### src/rtl/pair_unpack_fifo.sv
// pair_unpack_fifo
//   Show-ahead FIFO of packed pair words. Each 8-bit entry carries two 4-bit
//   fields: [3:0] = a, [7:4] = b. The oldest entry is presented on out_a/out_b
//   (and optionally their sum) with no read latency. Outputs read as zero
//   whenever the FIFO is empty.
//
// Parameters
//   DEPTH      entry count, power of two in 2..16 (default 4)
//
// Build options
//   PAIR_UNPACK_SUM_EN  when defined, out_sum = out_a + out_b (5-bit);
//                       otherwise out_sum is tied to zero and no adder exists.
//
// Ports
//   clk        in   sole clock, rising edge
//   rst_n      in   asynchronous active-low reset
//   in_valid   in   producer offers in_data
//   in_data    in   [7:0] packed pair word
//   in_ready   out  FIFO not full
//   out_valid  out  FIFO not empty
//   out_ready  in   consumer takes the head entry
//   out_a      out  [3:0] a field of head entry
//   out_b      out  [3:0] b field of head entry
//   out_sum    out  [4:0] a+b of head entry (zero without PAIR_UNPACK_SUM_EN)
//   level      out  current entry count, $clog2(DEPTH)+1 bits

module pair_unpack_fifo #(
  parameter int DEPTH = 4
) (
  input  logic                   clk,
  input  logic                   rst_n,
  input  logic                   in_valid,
  input  logic [7:0]             in_data,
  output logic                   in_ready,
  output logic                   out_valid,
  input  logic                   out_ready,
  output logic [3:0]             out_a,
  output logic [3:0]             out_b,
  output logic [4:0]             out_sum,
  output logic [$clog2(DEPTH):0] level
);

  localparam int PW = $clog2(DEPTH);
  localparam int LW = PW + 1;

  localparam logic [PW-1:0] PTR_LAST = PW'(DEPTH - 1);
  localparam logic [PW-1:0] PTR_ONE  = PW'(1);
  localparam logic [LW-1:0] LVL_FULL = LW'(DEPTH);
  localparam logic [LW-1:0] LVL_ONE  = LW'(1);

  logic [7:0]    r_mem [DEPTH];
  logic [PW-1:0] r_wptr;
  logic [PW-1:0] r_rptr;
  logic [LW-1:0] r_level;

  logic          w_full;
  logic          w_empty;
  logic          w_push;
  logic          w_pop;
  logic [7:0]    w_head;
  logic [PW-1:0] w_wptr_nxt;
  logic [PW-1:0] w_rptr_nxt;

  // Full/empty come only from the registered level, so neither handshake
  // output has a combinational path from the opposite side.
  assign w_full   = (r_level == LVL_FULL);
  assign w_empty  = (r_level == '0);
  assign in_ready  = ~w_full;
  assign out_valid = ~w_empty;

  assign w_push = in_valid  & ~w_full;
  assign w_pop  = out_ready & ~w_empty;

  assign w_wptr_nxt = (r_wptr == PTR_LAST) ? '0 : r_wptr + PTR_ONE;
  assign w_rptr_nxt = (r_rptr == PTR_LAST) ? '0 : r_rptr + PTR_ONE;

  always_ff @(posedge clk or negedge rst_n) begin
    if (!rst_n) begin
      r_wptr  <= '0;
      r_rptr  <= '0;
      r_level <= '0;
    end else begin
      if (w_push) r_wptr <= w_wptr_nxt;
      if (w_pop)  r_rptr <= w_rptr_nxt;
      unique case ({w_push, w_pop})
        2'b10:   r_level <= r_level + LVL_ONE;
        2'b01:   r_level <= r_level - LVL_ONE;
        default: r_level <= r_level;
      endcase
    end
  end

  // Storage is not reset; the rst_n gate keeps an edge seen during reset
  // from writing, although stale data would be masked by out_valid anyway.
  always_ff @(posedge clk) begin
    if (rst_n && w_push) r_mem[r_wptr] <= in_data;
  end

  assign w_head = r_mem[r_rptr];
  assign out_a  = out_valid ? w_head[3:0] : '0;
  assign out_b  = out_valid ? w_head[7:4] : '0;
  assign level  = r_level;

`ifdef PAIR_UNPACK_SUM_EN
  // out_a/out_b are already masked, so the sum reads zero when empty.
  assign out_sum = {1'b0, out_a} + {1'b0, out_b};
`else
  assign out_sum = '0;
`endif

endmodule

### config.mk
export PLATFORM = sky130hd
export DESIGN_NAME = pair_unpack_fifo
export DESIGN_NICKNAME = d
export VERILOG_FILES = /design/src/rtl/pair_unpack_fifo.sv
export SDC_FILE = /design/constraint.sdc
export NUM_CORES = 1
export LEC_CHECK = 0
export CORE_MARGIN = 3
export CORE_UTILIZATION = 35
export CTS_BUF_LIST = sky130_fd_sc_hd__clkbuf_16
export CTS_CLUSTER_SIZE = 10
export DETAILED_ROUTE_END_ITERATION = 10
export HOLD_SLACK_MARGIN = 0.1
export PLACE_DENSITY_LB_ADDON = 0.3
export SETUP_SLACK_MARGIN = 0.15
export SYNTH_ARGS = -nofsm -noshare
export SYNTH_HDL_FRONTEND = slang
export SYNTH_SLANG_ARGS = --single-unit
### constraint.sdc
create_clock -name clk -period 5.1 [get_ports clk]
set_clock_uncertainty 0.2 [all_clocks]
set_input_delay 0.51 -clock clk [delete_from_list [all_inputs] [get_ports clk]]
set_output_delay 0.51 -clock clk [all_outputs]
set_load 0.01 [all_outputs]
==> results.tsv, run 1 <==
metric	value	unit
cts_tree	done	
min_period	2970	ps
hold_path_class	reg2reg	
wirelength	2910	um
post_cts_buffers	0	
design.core.area	0.00453	mm2
layout_commonest_cell	edfxtp_1	
yosysTopAreaCellShare	0.559	
ys_types	21	
timing.max_cap.violations	0	
synth_compound_area_frac	0	
fin_nets	142	
cts_resized	0	
area_delta_synth_final	23.9	%
cpPeakStageDelay	740	ps
synth-simple-area-share	0.0720	
path_class	reg2out	
clkTransAtPathRegs	50	ps
root_buffer	clkbuf_16	
synth_area	0.00172	mm2
worst_ep_arrival_time	2260	ps
synth-adder-area-share	0.0553	
fin_setup_tns	0	ps
tightest_slew	633	ps
holdWs	298	ps
syn_area_per_cell	17.7	um2
finalSetupViolCount	0	
drive_gt1_frac	0.194	
fmax	337	MHz
yosysSeqAreaShare	0.660	
finalPower	1200	uW
die_w	76.1	um
synth_top_area_cell	edfxtp_1	
initialDrtViolationCount	53	
track_usage	0.108	
slew_headroom	0.578	
die-area	0.00579	mm2
p_leak	0.000800	uW
vdd_drop_max	0.154	mV
power.density	565	mW/mm2
worstSkewPairLatency	280	ps
yosys_register_bits	39	
status	completed	
crit_chain	mux4_2 -> and2_1 -> clkdlybuf4s50_1	
postRouteAntennaNets	0	
layout_common_cells	edfxtp_1, clkdlybuf4s50_1, inv_1, mux4_2, and2_1	
ys_warn_count	0	
core.rowCount	24	
crit_fanout	11	
hold_viol	0	
start_util	0.379	
grt-ovfl-total	0	
grt_pass1_vias	932	
num_antenna_cells	0	
setup.worst_path.start_class	register	
fin_ws	2130	ps
synth_xor_xnor_area_share	0.0153	
port_buffers	24	
clk_path_buf_depth	2	
dp_hpwl	2020	um
gp_congestion	0.730	
synth.area.top_cells	edfxtp_1, mux4_2, dfrtp_1, ha_1, mux2_4	
vias	846	
drc	0	
critPathCaptureType	output pin	
cp_slowest_cell	dfrtp_1	
cp_data_required_time	4390	ps
synth_top_family_by_area	multiplexers	
dp_slack	2410	ps
grt_pass1_wl	4690	um
fin_crit_sh	0.581	
post_drt_wl_per_cell	15.4	um
die_h	76.1	um
antenna_found_initial	0	
rsz0062_at_grt	false	
drtPass1Iterations	4	
postCtsHoldBufs	0	
grt_max_degree	12	
synth.mux.area_fraction	0.145	
h-tree-depth	2	
cts_sinks	39	
slew_violations	0	
drt-vias-per-instance	4.48	
cts_made_buffers	5	
io_pins	30	
synthCells	97	
==> area by class of cell <==
type / instances / area, um2
Clock buffer: 5 / 125
Clock inverter: 3 / 12.5
Fill cell: 387 / 2400
Inverter: 6 / 22.5
Multi-Input combinational cell: 47 / 514
Sequential cell: 39 / 1140
Tap cell: 65 / 81.3
Timing Repair Buffer: 24 / 240
==> worst paths after layout <==
kind	end	cells past startpoint	slack (ps)	startpoint
hold / removal	level[2]$_DFFE_PN0P_	1	300	level[2]$_DFFE_PN0P_
setup / recovery	out_b[1]	3	2130	r_rptr[0]$_DFFE_PN0N_
max in group asynchronous	level[2]$_DFFE_PN0P_	1	4060	rst_n
setup reg to reg	level[2]$_DFFE_PN0P_	9	2680	level[0]$_DFFE_PN0P_
min in group asynchronous	r_rptr[0]$_DFFE_PN0N_	1	340	rst_n
hold reg to reg	level[2]$_DFFE_PN0P_	1	300	level[2]$_DFFE_PN0P_
==> report_power, final <==
part	internal, uW	total, uW	switching (uW)
clock	176	284	108
combinational	277	446	169
sequential	405	474	68.9
==> layer usage <==
| metal | track usage | part of all wire |
|---|---|---|
| met5 | 0 | 0 |
| met4 | 0.0598 | 0.014 |
| met3 | 0.0319 | 0.054 |
| met2 | 0.191 | 0.55 |
| met1 | 0.116 | 0.38 |
==> per-stage QoR <==
stage / std cells / cell area (um2) / util
after floorplan: 101 / 1740 / -
after global routing: 189 / 2130 / 0.470
after detailed placement: 181 / 1990 / 0.440
after CTS: 189 / 2130 / 0.470
after global placement: 181 / 1990 / 0.440
final: 189 / 2130 / 0.470
==> logic make-up (layout without fill, tap and decap cells) <==
group	after synthesis	count (layout)
DFF	39	39
xor gates and xnor gates	3	3
buffers and inverters	15	38
muxes	13	13
and+or+nand+nor	19	19
other	1	5
adders and majority gates	7	7
==> registers in the layout, indices dropped and copies added (netlist names) <==
register	count
level	3
r_rptr	2
r_mem	32
r_wptr	2
==> synth_stat cells, drive strengths merged <==
| master | number |
|---|---|
| and2 | 10 |
| and3 | 4 |
| buf | 8 |
| clkbuf | 1 |
| conb | 1 |
| dfrtp | 7 |
| edfxtp | 32 |
| fa | 1 |
| ha | 6 |
| inv | 6 |
| mux2 | 4 |
| mux2i | 1 |
| mux4 | 8 |
| nor2 | 3 |
| or3 | 1 |
| or3b | 1 |
| xnor2 | 1 |
| xor2 | 2 |
==> worst max-delay path, delay by kind of cell, from the launching register on <==
kind          cells  cell delay, ps
buf+inv           1             480
flops             1             740
mux               1             580
simple gates      1             170
(Power assumes the default switching activity.)
==> run 2: changes to the inputs <==
==> constraint.sdc (replaced) <==
create_clock -name clk -period 2.6 [get_ports clk]
set_clock_uncertainty 0.2 [all_clocks]
set_input_delay 0.26 -clock clk [delete_from_list [all_inputs] [get_ports clk]]
set_output_delay 0.26 -clock clk [all_outputs]
set_load 0.01 [all_outputs]
==> run 2 against run 1 <==
Clock power up 98%. Final cell count rose by 3.7%. Register-to-register slack lost 2400 ps. Core utilization rose by 1.3 points. Worst hold slack got worse by 210 ps. Wire length grew 1.9%. Die area stayed put.
==> results.tsv, run 2 (synthesis results as in run 1) <==
metric	value	unit
status	completed	
max_flop_register	r_mem	
worstSkewPairLatency	280	ps
postCtsHoldBufs	0	
timing.max_cap.violations	0	
fin_nets	149	
cp_data_required_time	2140	ps
postRouteAntennaNets	0	
root_buffer	clkbuf_16	
drc	0	
crit_fanout	10	
vias	874	
finalPower	2450	uW
critPathBufInv	1	
drive_gt1_frac	0.267	
cp_slowest_cell	dfrtp_1	
final_area	0.00219	mm2
num_antenna_cells	0	
die_h	76.1	um
layout_common_cells	edfxtp_1, clkdlybuf4s50_1, inv_1, mux4_2, and2_1	
path_class	reg2out	
antenna_found_initial	0	
initialDrtViolationCount	27	
die_w	76.1	um
fin_setup_tns	0	ps
rsz0062_at_grt	false	
fmax	419	MHz
cp_top_family	flip-flops	
largest_reg_flops	32	
h-tree-depth	2	
crit_chain	mux4_2 -> and2_1 -> clkdlybuf4s50_1	
clkTransAtPathRegs	50	ps
slew_violations	0	
hold_path_class	in2async	
p_leak	0.000832	uW
finalSetupViolCount	0	
grt_max_degree	12	
port_buffers	24	
grt-ovfl-total	0	
dpl_cell_area	0.00200	mm2
fin_crit_sh	0.918	
track_usage	0.111	
power.density	1120	mW/mm2
drt-vias-per-instance	4.46	
vdd_drop_max	0.406	mV
cts_made_buffers	5	
critPathCaptureType	output pin	
setup.worst_path.start_class	register	
io_pins	30	
grt_pass1_vias	950	
hold_viol	0	
design.core.area	0.00453	mm2
post_drt_wl_per_cell	15.1	um
worst_ep_arrival_time	1930	ps
layout_commonest_cell	edfxtp_1	
die-area	0.00579	mm2
gp_congestion	0.745	
wirelength	2970	um
cts_sinks	39	
start_util	0.379	
fin_util	0.483	
clk_path_buf_depth	2	
core.rowCount	24	
drtPass1Iterations	4	
dp_hpwl	1950	um
min_period	2390	ps
grt_pass1_wl	4760	um
cpPeakStageDelay	620	ps
cts_tree	done	
area_delta_synth_final	27.4	%
-- run 2: changes by cell type in the layout (fill, tap and decap cells not counted) --
cell     previous run  this run
buf_4               0         7
dfrtp_1             7         5
dfrtp_2             0         2
ha_1                6         5
ha_2                0         1
or3b_1              1         0
or3b_4              0         1
-- run 2: repair_timing --
item                       4_1_cts  5_1_grt
gates resized for setup          2        3
setup endpoints to repair        8        1
gates cloned                     0        0
pin swaps                        0        3
setup buffers                    4        2
-- run 2: per-layer routing --
layer	vias to the layer above	global-route usage	routed length, um
li1	410	-	-
met1	427	0.119	1190
met2	30	0.193	1520
met3	7	0.0449	199
met4	0	0.0489	61
met5	-	0	0
-- run 2: final timing paths --
path	start	end	slack, ps	depth (start not counted)
worst min register to register	level[2]$_DFFE_PN0P_	level[2]$_DFFE_PN0P_	310	1
worst max register to register	level[1]$_DFFE_PN0P_	level[2]$_DFFE_PN0P_	260	9
worst max-delay path	r_rptr[1]$_DFFE_PN0N_	out_b[1]	210	3
min in group clk	level[2]$_DFFE_PN0P_	level[2]$_DFFE_PN0P_	310	1
worst min-delay path	rst_n	level[1]$_DFFE_PN0P_	90	1
max in group asynchronous	rst_n	r_rptr[0]$_DFFE_PN0N_	1780	1
-- run 2: cell type report --
| cell class | instances | area, um2 |
|---|---|---|
| fillers | 378 | 2340 |
| repair buffers | 31 | 293 |
| multi-input cells | 47 | 519 |
| well taps | 65 | 81.3 |
| clock buffers | 5 | 125 |
| flip-flops and latches | 39 | 1140 |
| clock inverters | 3 | 12.5 |
| inverters | 6 | 22.5 |
-- run 2: worst reg2reg max path, stage by stage (launching register included) --
cell     delay [ps]
dfrtp_1         410
or3b_4          410
and2_4          150
inv_1            50
ha_2            180
inv_1            50
fa_1            380
xor2_1          160
nor2_1           80
xor2_1          160
-- run 2: report_power, final --
part	internal, uW	total [uW]	leakage (uW)	switching, uW
logic	609	996	0.000385	386
registers	798	894	0.000371	96.3
clock network	346	563	0.0000762	217
total	1750	2450	0.000832	699
-- run 2: per-stage QoR --
step / std cells / worst slack (ps) / hold slack, ps
after floorplan: 101 / 164 / -236
after global placement: 182 / 184 / 288
after detailed placement: 182 / 169 / 306
after CTS: 194 / 172 / 101
after global routing: 196 / 148 / 117
final: 196 / 213 / 91.4
==> run 3: changes to the inputs <==
--- a/config.mk
+++ b/config.mk
@@ -5,7 +5,6 @@
 export SDC_FILE = /design/constraint.sdc
 export NUM_CORES = 1
 export LEC_CHECK = 0
-export CORE_MARGIN = 3
 export CORE_UTILIZATION = 35
 export CTS_BUF_LIST = sky130_fd_sc_hd__clkbuf_16
 export CTS_CLUSTER_SIZE = 10
@@ -13,6 +12,7 @@
 export HOLD_SLACK_MARGIN = 0.1
 export PLACE_DENSITY_LB_ADDON = 0.3
 export SETUP_SLACK_MARGIN = 0.15
+export SLEW_MARGIN = 40
 export SYNTH_ARGS = -nofsm -noshare
 export SYNTH_HDL_FRONTEND = slang
 export SYNTH_SLANG_ARGS = --single-unit
==> run 3 against run 2 <==
Register-to-register slack is essentially flat. Sequential share of layout area shrank 1.1 points. Fmax is essentially flat. Worst hold slack gained 220 ps. Sequential cell count is the same. Wire length shrank 2.4%. Die area shrank 10%. Largest power group unchanged. Sequential power shrank 0.4%. Final area grew 2.1%. Combinational power shrank 3.7%. Clock-buffer cell count is the same. Core utilization shrank 0.98 points.
==> results.tsv, run 3 (synthesis results as in run 1) <==
metric	value	unit
drt-vias-per-instance	4.44	
path_class	reg2out	
worst_ep_arrival_time	1930	ps
fmax	419	MHz
worst_r2r_startpoint	level[0]$_DFFE_PN0P_	
initialDrtViolationCount	54	
largest_reg_flops	32	
track_usage	0.131	
p_clk_frac	0.293	
timing.max_cap.violations	0	
final_area	0.00224	mm2
p_comb_frac	0.366	
p_sw_frac	0.265	
p_leak	0.000851	uW
die_w	72.1	um
rrSetupSlack	250	ps
finalSetupViolCount	0	
drc	0	
drtPass1Iterations	3	
wirelength	2900	um
critPathCaptureType	output pin	
fin_crit_sh	0.918	
layout_commonest_cell	edfxtp_1	
crit_path_start	r_rptr[0]$_DFFE_PN0N_	
num_antenna_cells	0	
cts_sinks	39	
seq_power_share	0.340	
layout_common_cells	edfxtp_1, clkdlybuf4s50_1, mux4_2, and2_1, inv_1	
power.density	1170	mW/mm2
drive_gt1_frac	0.256	
antenna_found_initial	0	
rsz0062_at_grt	true	
hold_path_class	reg2reg	
gp_congestion	0.719	
setup.worst_path.start_class	register	
core.rowCount	25	
cts_tree	done	
grt_pass1_vias	914	
die_h	72.1	um
vdd_drop_max	0.609	mV
slew_violations	0	
root_buffer	clkbuf_16	
crit_fanout	5	
power_switching	693	uW
io_pins	30	
area_delta_synth_final	30.0	%
cts_made_buffers	5	
vias	871	
port_buffers	24	
clk_path_buf_depth	2	
grt-ovfl-total	0	
clkTransAtPathRegs	50	ps
grt_pass1_wl	4810	um
cp_data_required_time	2140	ps
fin_nets	147	
die-area	0.00520	mm2
start_util	0.364	
dpl_cell_area	0.00202	mm2
grt_max_degree	13	
p_int	1920	uW
fin_setup_tns	0	ps
min_from	level[2]$_DFFE_PN0P_	
max_flop_register	r_mem	
postRouteAntennaNets	0	
dp_hpwl	1930	um
hold_viol	0	
status	completed	
design.core.area	0.00472	mm2
min_period	2390	ps
worstSkewPairLatency	270	ps
h-tree-depth	2	
post_drt_wl_per_cell	14.8	um
[run 3: cell count changes in the layout (fill, tap and decap cells not counted), sizes merged]
cell | previous run | this run
inv | 8 | 7
clkinv | 1 | 0
bufinv | 0 | 2
dlygate4sd3 | 0 | 1
buf | 7 | 4
dlymetal6s2s | 0 | 1
clkdlybuf4s50 | 24 | 23
[run 3: final cells by class]
class / count / area [um2]
Fill cell: 419 / 2490
Sequential cell: 39 / 1140
Multi-Input combinational cell: 47 / 522
Timing Repair Buffer: 29 / 283
Clock buffer: 5 / 125
Tap cell: 67 / 83.8
Clock inverter: 3 / 63.8
Inverter: 6 / 22.5
[run 3: power by group through the flow]
| stage | Combinational [uW] | Sequential, uW | Clock, uW |
|---|---|---|---|
| after floorplan | 592 | 867 | 0 |
| after global routing | 1050 | 907 | 814 |
| after global placement | 942 | 890 | 0 |
| after detailed placement | 958 | 905 | 0 |
| after CTS | 965 | 895 | 784 |
| final | 959 | 890 | 768 |
[run 3: final timing paths]
kind	to	cells past startpoint
min	level[2]$_DFFE_PN0P_	1
max reg2reg	level[2]$_DFFE_PN0P_	9
max	out_a[0]	4
max in group asynchronous	r_rptr[1]$_DFFE_PN0N_	2
min in group asynchronous	r_wptr[1]$_DFFE_PN0N_	2
min reg2reg	level[2]$_DFFE_PN0P_	1
[run 3: repair_timing]
| action | 4_1_cts | 5_1_grt |
|---|---|---|
| pin swaps | 0 | 1 |
| endpoints found under the hold margin | 7 | 0 |
| endpoints found under the setup margin | 1 | 5 |
| gates resized for setup | 1 | 4 |
| hold buffers | 1 | 0 |
| setup buffers | 0 | 1 |
[run 3: critical path, stage by stage, from the launching register on]
cell	delay (ps)
dfrtp_1	340
buf_4	170
mux4_2	510
and2_1	170
clkdlybuf4s50_1	470
[run 3: per-layer routing]
metal,part of all wire,GRT usage
met5,0,0
met4,0.016,0.0501
met3,0.047,0.0500
met2,0.48,0.206
met1,0.45,0.165
[run 3: metrics by stage]
| step | instances | power (uW) | setup WS [ps] | hold slack, ps | util |
|---|---|---|---|---|---|
| 6_report | 196 | 2620 | 213 | 310 | 0.474 |
| 5_1_grt | 196 | 2770 | 136 | 326 | 0.474 |
| 4_1_cts | 195 | 2640 | 167 | 308 | 0.470 |
| 3_5_place_dp | 186 | 1860 | 196 | 301 | 0.428 |
| 3_3_place_gp | 186 | 1830 | 302 | 282 | 0.428 |
| 2_1_floorplan | 101 | 1460 | 164 | -236 | - |
